$ cat src/rtl/counting_bloom_filter.sv
// Counting Bloom filter with NUM_HASH hash functions over M = 2^IDX_W counters.
// Each accepted request takes four cycles (IDLE accept, HASH, EXEC, RESP) and
// produces a single-cycle response strobe.
// Ports:
//   clk, reset      - clock, synchronous active-high reset
//   op_valid/ready  - request handshake (ready only while idle)
//   op_code/op_data - 00 check, 01 insert, 10 delete, 11 clear; key
//   rsp_valid       - one-cycle response strobe
//   rsp_match       - all hashed counters were nonzero (pre-update)
//   rsp_err         - insert hit a saturated counter, or delete rejected
//   elem_count      - net successful inserts minus deletes (16-bit, saturating)
module counting_bloom_filter #(
   parameter int unsigned DATA_W   = 32,
   parameter int unsigned IDX_W    = 5,
   parameter int unsigned NUM_HASH = 3,
   parameter int unsigned CNT_W    = 4
) (
   input  logic              clk,
   input  logic              reset,
   input  logic              op_valid,
   output logic              op_ready,
   input  logic [1:0]        op_code,
   input  logic [DATA_W-1:0] op_data,
   output logic              rsp_valid,
   output logic              rsp_match,
   output logic              rsp_err,
   output logic [15:0]       elem_count
);

   localparam int unsigned M       = 2 ** IDX_W;
   localparam int unsigned N_CHUNK = (DATA_W + IDX_W - 1) / IDX_W;
   localparam int unsigned PAD_W   = N_CHUNK * IDX_W;
   localparam logic [CNT_W-1:0] CMAX = '1;

   localparam logic [1:0] IDLE = 2'd0;
   localparam logic [1:0] HASH = 2'd1;
   localparam logic [1:0] EXEC = 2'd2;
   localparam logic [1:0] RESP = 2'd3;

   localparam logic [1:0] OP_CHECK  = 2'b00;
   localparam logic [1:0] OP_INSERT = 2'b01;
   localparam logic [1:0] OP_DELETE = 2'b10;
   localparam logic [1:0] OP_CLEAR  = 2'b11;

   // Rotate left by 3*i, zero-pad, fold IDX_W-bit chunks with XOR, then XOR in i.
   function automatic logic [IDX_W-1:0] hash_fn(input logic [DATA_W-1:0] d,
                                                 input int unsigned i);
      int unsigned      r;
      logic [DATA_W-1:0] rot;
      logic [PAD_W-1:0]  pad;
      logic [IDX_W-1:0]  h;
      r   = (3 * i) % DATA_W;
      rot = (r == 0) ? d : ((d << r) | (d >> (DATA_W - r)));
      pad = PAD_W'(rot);
      h   = IDX_W'(i);
      for (int unsigned c = 0; c < N_CHUNK; c++) begin
         h = h ^ pad[c*IDX_W +: IDX_W];
      end
      return h;
   endfunction

   logic [1:0]        state, state_n;
   logic [1:0]        code_q;
   logic [DATA_W-1:0] data_q;
   logic [IDX_W-1:0]  idx_q [NUM_HASH];
   logic [CNT_W-1:0]  cnt_q [M];
   logic [CNT_W-1:0]  cnt_n [M];
   logic [M-1:0]      hit;
   logic              any_zero, any_max;
   logic              match_n, err_n;
   logic [15:0]       elem_n;
   logic              accept;

   assign accept = op_valid && op_ready;

   // Next-state logic: one cycle per stage after acceptance.
   always_comb begin
      state_n = state;
      case (state)
         IDLE:    if (accept) state_n = HASH;
         HASH:    state_n = EXEC;
         EXEC:    state_n = RESP;
         default: state_n = IDLE;
      endcase
   end

   // Counter update for the captured op; colliding hashes map to one hit bit,
   // so each distinct counter moves at most once.
   always_comb begin
      hit      = '0;
      any_zero = 1'b0;
      any_max  = 1'b0;
      for (int unsigned j = 0; j < M; j++) begin
         for (int unsigned i = 0; i < NUM_HASH; i++) begin
            if (idx_q[i] == IDX_W'(j)) hit[j] = 1'b1;
         end
         if (hit[j] && cnt_q[j] == '0) any_zero = 1'b1;
         if (hit[j] && cnt_q[j] == CMAX) any_max = 1'b1;
      end

      match_n = (code_q != OP_CLEAR) && !any_zero;
      err_n   = 1'b0;
      elem_n  = elem_count;
      for (int unsigned j = 0; j < M; j++) cnt_n[j] = cnt_q[j];

      case (code_q)
         OP_INSERT: begin
            err_n = any_max;
            if (elem_count != 16'hFFFF) elem_n = elem_count + 16'd1;
            for (int unsigned j = 0; j < M; j++) begin
               if (hit[j] && cnt_q[j] != CMAX) cnt_n[j] = cnt_q[j] + CNT_W'(1);
            end
         end
         OP_DELETE: begin
            err_n = any_zero;
            if (!any_zero) begin
               if (elem_count != 16'd0) elem_n = elem_count - 16'd1;
               // Saturated counters are sticky: their true count is unknown.
               for (int unsigned j = 0; j < M; j++) begin
                  if (hit[j] && cnt_q[j] != CMAX) cnt_n[j] = cnt_q[j] - CNT_W'(1);
               end
            end
         end
         OP_CLEAR: begin
            elem_n = 16'd0;
            for (int unsigned j = 0; j < M; j++) cnt_n[j] = '0;
         end
         default: ;
      endcase
   end

   // State, capture, index and counter registers.
   always_ff @(posedge clk) begin
      if (reset) begin
         state      <= IDLE;
         op_ready   <= 1'b1;
         rsp_valid  <= 1'b0;
         rsp_match  <= 1'b0;
         rsp_err    <= 1'b0;
         elem_count <= 16'd0;
         code_q     <= OP_CHECK;
         data_q     <= '0;
         for (int unsigned i = 0; i < NUM_HASH; i++) idx_q[i] <= '0;
         for (int unsigned j = 0; j < M; j++) cnt_q[j] <= '0;
      end else begin
         state     <= state_n;
         op_ready  <= (state_n == IDLE);
         rsp_valid <= (state_n == RESP);
         if (accept) begin
            code_q <= op_code;
            data_q <= op_data;
         end
         if (state == HASH) begin
            for (int unsigned i = 0; i < NUM_HASH; i++) idx_q[i] <= hash_fn(data_q, i);
         end
         if (state == EXEC) begin
            for (int unsigned j = 0; j < M; j++) cnt_q[j] <= cnt_n[j];
            elem_count <= elem_n;
            rsp_match  <= match_n;
            rsp_err    <= err_n;
         end else if (state == RESP) begin
            rsp_match <= 1'b0;
            rsp_err   <= 1'b0;
         end
      end
   end

endmodule

$ cat config.mk
export PLATFORM = sky130hd
export DESIGN_NAME = counting_bloom_filter
export DESIGN_NICKNAME = d
export VERILOG_FILES = /design/src/rtl/counting_bloom_filter.sv
export SDC_FILE = /design/constraint.sdc
export NUM_CORES = 1
export LEC_CHECK = 0
export ABC_CLOCK_PERIOD_IN_PS = 4550
export BUFFER_PORTS_ARGS = -buffer_cell sky130_fd_sc_hd__buf_2
export CAP_MARGIN = 20
export CORE_MARGIN = 5
export CORE_UTILIZATION = 35
export CTS_BUF_LIST = sky130_fd_sc_hd__clkbuf_8
export DETAILED_ROUTE_END_ITERATION = 10
export GPL_ROUTABILITY_DRIVEN = 1
export GPL_TIMING_DRIVEN = 1
export PLACE_DENSITY = 0.55
export SETUP_SLACK_MARGIN = 0.1
export SKIP_CTS_REPAIR_TIMING = 1
export SYNTH_ARGS = -nofsm -noshare
export SYNTH_HDL_FRONTEND = slang
export SYNTH_SLANG_ARGS = --single-unit
export TNS_END_PERCENT = 10
$ cat constraint.sdc
create_clock -name clk -period 4.55 [get_ports clk]
set_input_delay 0.2275 -clock clk [delete_from_list [all_inputs] [get_ports clk]]
set_output_delay 0.2275 -clock clk [all_outputs]
set_load 0.02 [all_outputs]
== Word-level counts from Yosys, hierarchy flattened ==
Memory sizes are Yosys's and may differ from the RTL's.
Cells that the tools add are included.

* Register bits after elaboration: 56
* Bits in writable memories: 143
* Input port bits: 37
* Output and inout port bits: 20
* Word-level logic and storage cells: 721
* Memories kept: 2

{| class="wikitable"
|+ Memory list
! memory !! words !! bits a word !! rd ports !! clocked after memory_dff !! write ports !! line !! source
|-
| cnt_q || 32 || 4 || 32 || 0 || 32 || 66 || <nowiki>logic [CNT_W-1:0] cnt_q [M];</nowiki>
|-
| idx_q || 3 || 5 || 3 || 0 || 3 || 65 || <nowiki>logic [IDX_W-1:0] idx_q [NUM_HASH];</nowiki>
|}

* $add $sub $neg: 66
* Eq/ne operators: 169
* Mux-type cells: 279
* Bitwise logic cells: 57
* Reductions and logical operators: 140

{| class="wikitable"
|+ Operators by type and width
! operator !! number
|-
| $mux 4 || 96
|-
| $pmux 128 s3 || 1
|-
| $eq 5x5->1 const B || 48
|-
| $mux 1 || 171
|-
| $add 4x1->4 const B || 32
|-
| $eq 4x4->1 const B || 32
|-
| $logic_not 4->1 || 32
|-
| $mux 128 || 1
|-
| $ne 4x4->1 const B || 32
|-
| $sub 4x1->4 const B || 32
|-
| $eq 5x4->1 const B || 24
|-
| $logic_and 1x1->1 || 98
|-
| $xor 5x5->5 || 15
|-
| $eq 5x3->1 const B || 12
|-
| $mux 16 || 3
|-
| $pmux 16 s3 || 1
|-
| $or 1x1->1 || 35
|-
| $or 32x3->32 || 1
|-
| $or 32x6->32 || 1
|-
| $eq 5x2->1 const B || 6
|-
| $add 16x1->16 const B || 1
|-
| $ne 16x16->1 const B || 1
|-
| $reduce_bool 16->1 || 1
|-
| $sub 16x1->16 const B || 1
|-
| other kinds (16) || 34
|}

== Longest topological paths before layout ==
* Depth in word-level cells: 40
* Depth in mapped cells: 13
* Gate-level depth less buffers: 11

== Worst setup path after synthesis ==
OpenSTA, ideal clock, no wires.

* Path kind: register to register
* From: register code_q[0]
* To: register elem_count[11]
* Setup time: 0.070 ns
* Arrival time: 4.884 ns
* Required time: 4.480 ns
* Path slack: -0.405 ns
* Stages on the path, launching flop included: 14
* Buffers on the path: 3
* Clock period less this slack: 4.955 ns
* Path through: dfxtp_1 inv_1 ha_1 clkbuf_1 inv_1 nor4_1 nand4_1 nor4_1 nor3_1 nand2_1 clkbuf_1 clkbuf_1 o21ai_0 a21oi_1

* Cells in the longest elaborated chain, start to end: 3
* Elaborated cells on any way between the ends: 9
* Classes of those cells: eq/ne (6); mux (1); reduce/logical (2)

{| class="wikitable"
|+ Ends and longest elaborated chain
! element !! line !! source
|-
| start, declared || 63 || <nowiki>logic [1:0] code_q;</nowiki>
|-
| start signal, assigned || 150 || <nowiki>code_q <= op_code;</nowiki>
|-
| $eq 2x2->1 / $eq 2x1->1 (equally long branches) || 106 || <nowiki>case (code_q)</nowiki>
|-
| $ne 2x2->1 (no source line) / $reduce_bool 3->1 (equally long branches) || - ||
|-
| $reduce_and 5->1 (no source line) || - ||
|-
| end signal, assigned || 158 || <nowiki>elem_count <= elem_n;</nowiki>
|-
| end, declared || 27 || <nowiki>output logic [15:0] elem_count</nowiki>
|}

Parallel ways exist; a longest one is shown, timed or not.
A chain may end at the register's enable or synchronous reset.

==> impl_metrics.csv <==
group,metric,value,unit
run_status,status,"complete, no violations",
yosys,avgSynthCellArea,9.437,sq um
critical_path,slowest_stage,"a222oi_1",
drt,ant_nets,0,
timing,hold_viol,0,
critical_path,slowest_delay,510,ps
finish,diodes,0,
die,rows,71,
cts,numCtsBuffers,17,
drt,met2_length,15420,um
timing,relSlewSlack,0.2983,
placement,gp_congestion,0.9151,
drt,routed_wl,32320,um
drt,first_iter_violations,740,
yosys,synthArstFlopShare,0,
die,die-area,0.04145,sq mm
yosys,yosysWarnings,0,
die,io_pins,57,
placement,port_buffers,56,
finish,final_cell_mix,"nor2_1, nand2_1, edfxtp_1",
drt,drcViolationCount,0,
finish,final_nets,1605,
timing,finalCritPeriodShare,0.8373,
drt,first_pass_iters,6,
pwr,powerDensity,416.1,mW/mm^2
finish,area_growth,10.90,%
critical_path,crit_chain,"nor2b_1, buf_4, a222oi_1, nor2_1, or4_4, nor4_4, a21o_1, a21oi_4, buf_4, a21oi_1",
timing,period_needed,3810,ps
drt,vias,10180,
yosys,ys_ff_latch,199,
global_route,grt_pass1_vias,9867,
die,core,0.03731,sq mm
critical_path,cp.required,4670,ps
cts,clockBufferDepth,2,
drt,viasPerCell,5.258,
finish,postLayoutCoreUtil,0.3899,
pwr,p_leak,5.716,nW
global_route,grt.total_usage,0.1550,
min_path,hp-class,"in2reg",
drt,routed-wl-met3,1309,um
cts,numClockSinks,199,
timing,rsz0062_at_grt,"no",
yosys,ys_types,53,
timing,finalMaxSlewViolations,0,
finish,final_common_cell,"nor2_1",
timing,fin_skew,21.37,ps
drt,highest_layer,"met4",
timing,setup_tns,0,ps
die,die_y,203.6,um
critical_path,critPathCaptureType,"flop",
timing,setup_viol,0,
timing,fmax,262.5,MHz
critical_path,path_max_fanout,32,
finish,final_layout_size_suffix_gt1_frac,0.07661,
placement,dp_hpwl,23410,um
yosys,ys_seq_area_frac,0.4128,
timing,worstMarginPinSlew,1052,ps
global_route,grt_overflow,0,
cts,cts_tree,"built",
global_route,grt_max_degree,59,
drt,routedWlPerCell,16.69,um
global_route,antenna_found_initial,0,
die,die_x,203.6,um
yosys,netlist_instances,1390,
critical_path,crit_arrival,3930,ps
drt,m1WireLength,15190,um
cts,clkLatencyLatePin,480,ps
critical_path,start_kind,"flop",
pwr,irDropWorstVdd,0.0002778,V
cts,cts.htree.levels,4,
yosys,synth_flop_cell,"edfxtp_1",
critical_path,critPathKind,"reg2reg",
die,initial_core_util,0.3516,
critical_path,crit_top_cell,"buf_4",
cts,clk_pin_slew,90,ps
yosys,syn_area,0.01312,sq mm
yosys,synth_edf_count,143,
cts,root_buffer,"clkbuf_8",
job,drv_cap,0,
yosys,syn-num-nets,1546,
global_route,grt_pass1_wl,52230,um
timing,holdWs,4.183,ps
==> kinds of logic after synthesis <==
kind of cell               count (synthesis)  synth area share
adders and majority gates                119            0.1324
xor gates and xnor gates                 144           0.09615
AOI/OAI and AO/OA                        281            0.1282
DFF                                      199            0.4128
buffers and inverters                    127           0.03758
and+or+nand+nor                          520            0.1929
==> sequential cells by signal, summed over array words and instances, names as in the netlist <==
name,flops
cnt_q,128
data_q,32
elem_count,16
idx_q,15
code_q,2
state,2
op_ready,1
rsp_err,1
rsp_match,1
rsp_valid,1
==> worst paths after layout <==
kind | from | cells past startpoint | end | slack (ps)
hold / removal | op_data[22] | 3 | data_q[22] | 4
setup / recovery | idx_q[0][6] | 10 | cnt_q[1][14] | 740
setup reg to reg | idx_q[0][6] | 10 | cnt_q[1][14] | 740
hold reg to reg | data_q[10] | 2 | data_q[10] | 470
==> cell usage after synthesis, types with 5 or more instances <==
library cell,instances,share of area
a21o_1,37,0.021
a21oi_1,143,0.055
a22o_1,8,0.0053
a22oi_1,11,0.0063
a31oi_1,18,0.0086
and2_1,11,0.0052
and3_1,5,0.0024
and3b_1,9,0.0060
clkbuf_1,48,0.014
dfxtp_1,56,0.085
edfxtp_1,143,0.33
fa_1,33,0.050
ha_1,86,0.082
inv_1,75,0.021
nand2_1,153,0.044
nand2b_1,9,0.0043
nand3_1,16,0.0061
nand4_1,36,0.017
nor2_1,170,0.049
nor2b_1,13,0.0062
nor3_1,12,0.0046
nor3b_1,12,0.0069
nor4_1,20,0.0095
o21ai_0,31,0.012
or4_1,41,0.023
xnor2_1,102,0.068
xor2_1,42,0.028
==> power breakdown <==
part	total, mW	internal (mW)	leakage [nW]	switching [mW]
logic	2.27	0.937	3.62	1.33
registers	2.73	2.40	1.92	0.330
clock network	1.06	0.413	0.181	0.644
==> layout make-up <==
class,instances,area (sq um)
timing repair buffer,92,660.6
tap,474,593.1
fill,3755,22760
inverter,75,281.5
clock inverter,13,97.59
multi-input combinational,1064,7238
clock buffer,19,261.5
sequential,199,5415
==> routing by layer <==
layer  vias to the layer above  GRT usage
met5                         -          0
met4                         0    0.03662
met3                        32    0.02226
met2                       234     0.2609
met1                      4860     0.2126
li1                       5054          -
==> worst max-delay path, delay by kind of cell, from the launching register on <==
kind            cells  cell delay (ps)
buf+inv             2              470
flops               1              440
simple gates        4             1300
compound gates      4             1250
==> per-stage QoR <==
step	instances	total power, mW	setup WS [ps]	instance area (sq um)
after global placement	1876	4.933	912.5	13870
after CTS	1908	6.058	779.1	14230
final	1936	6.054	740.2	14550
after global routing	1936	6.501	558.2	14550
after detailed placement	1876	4.987	803.1	13870
after floorplan	1390	4.392	340.2	13120
(Power assumes the default switching activity.)
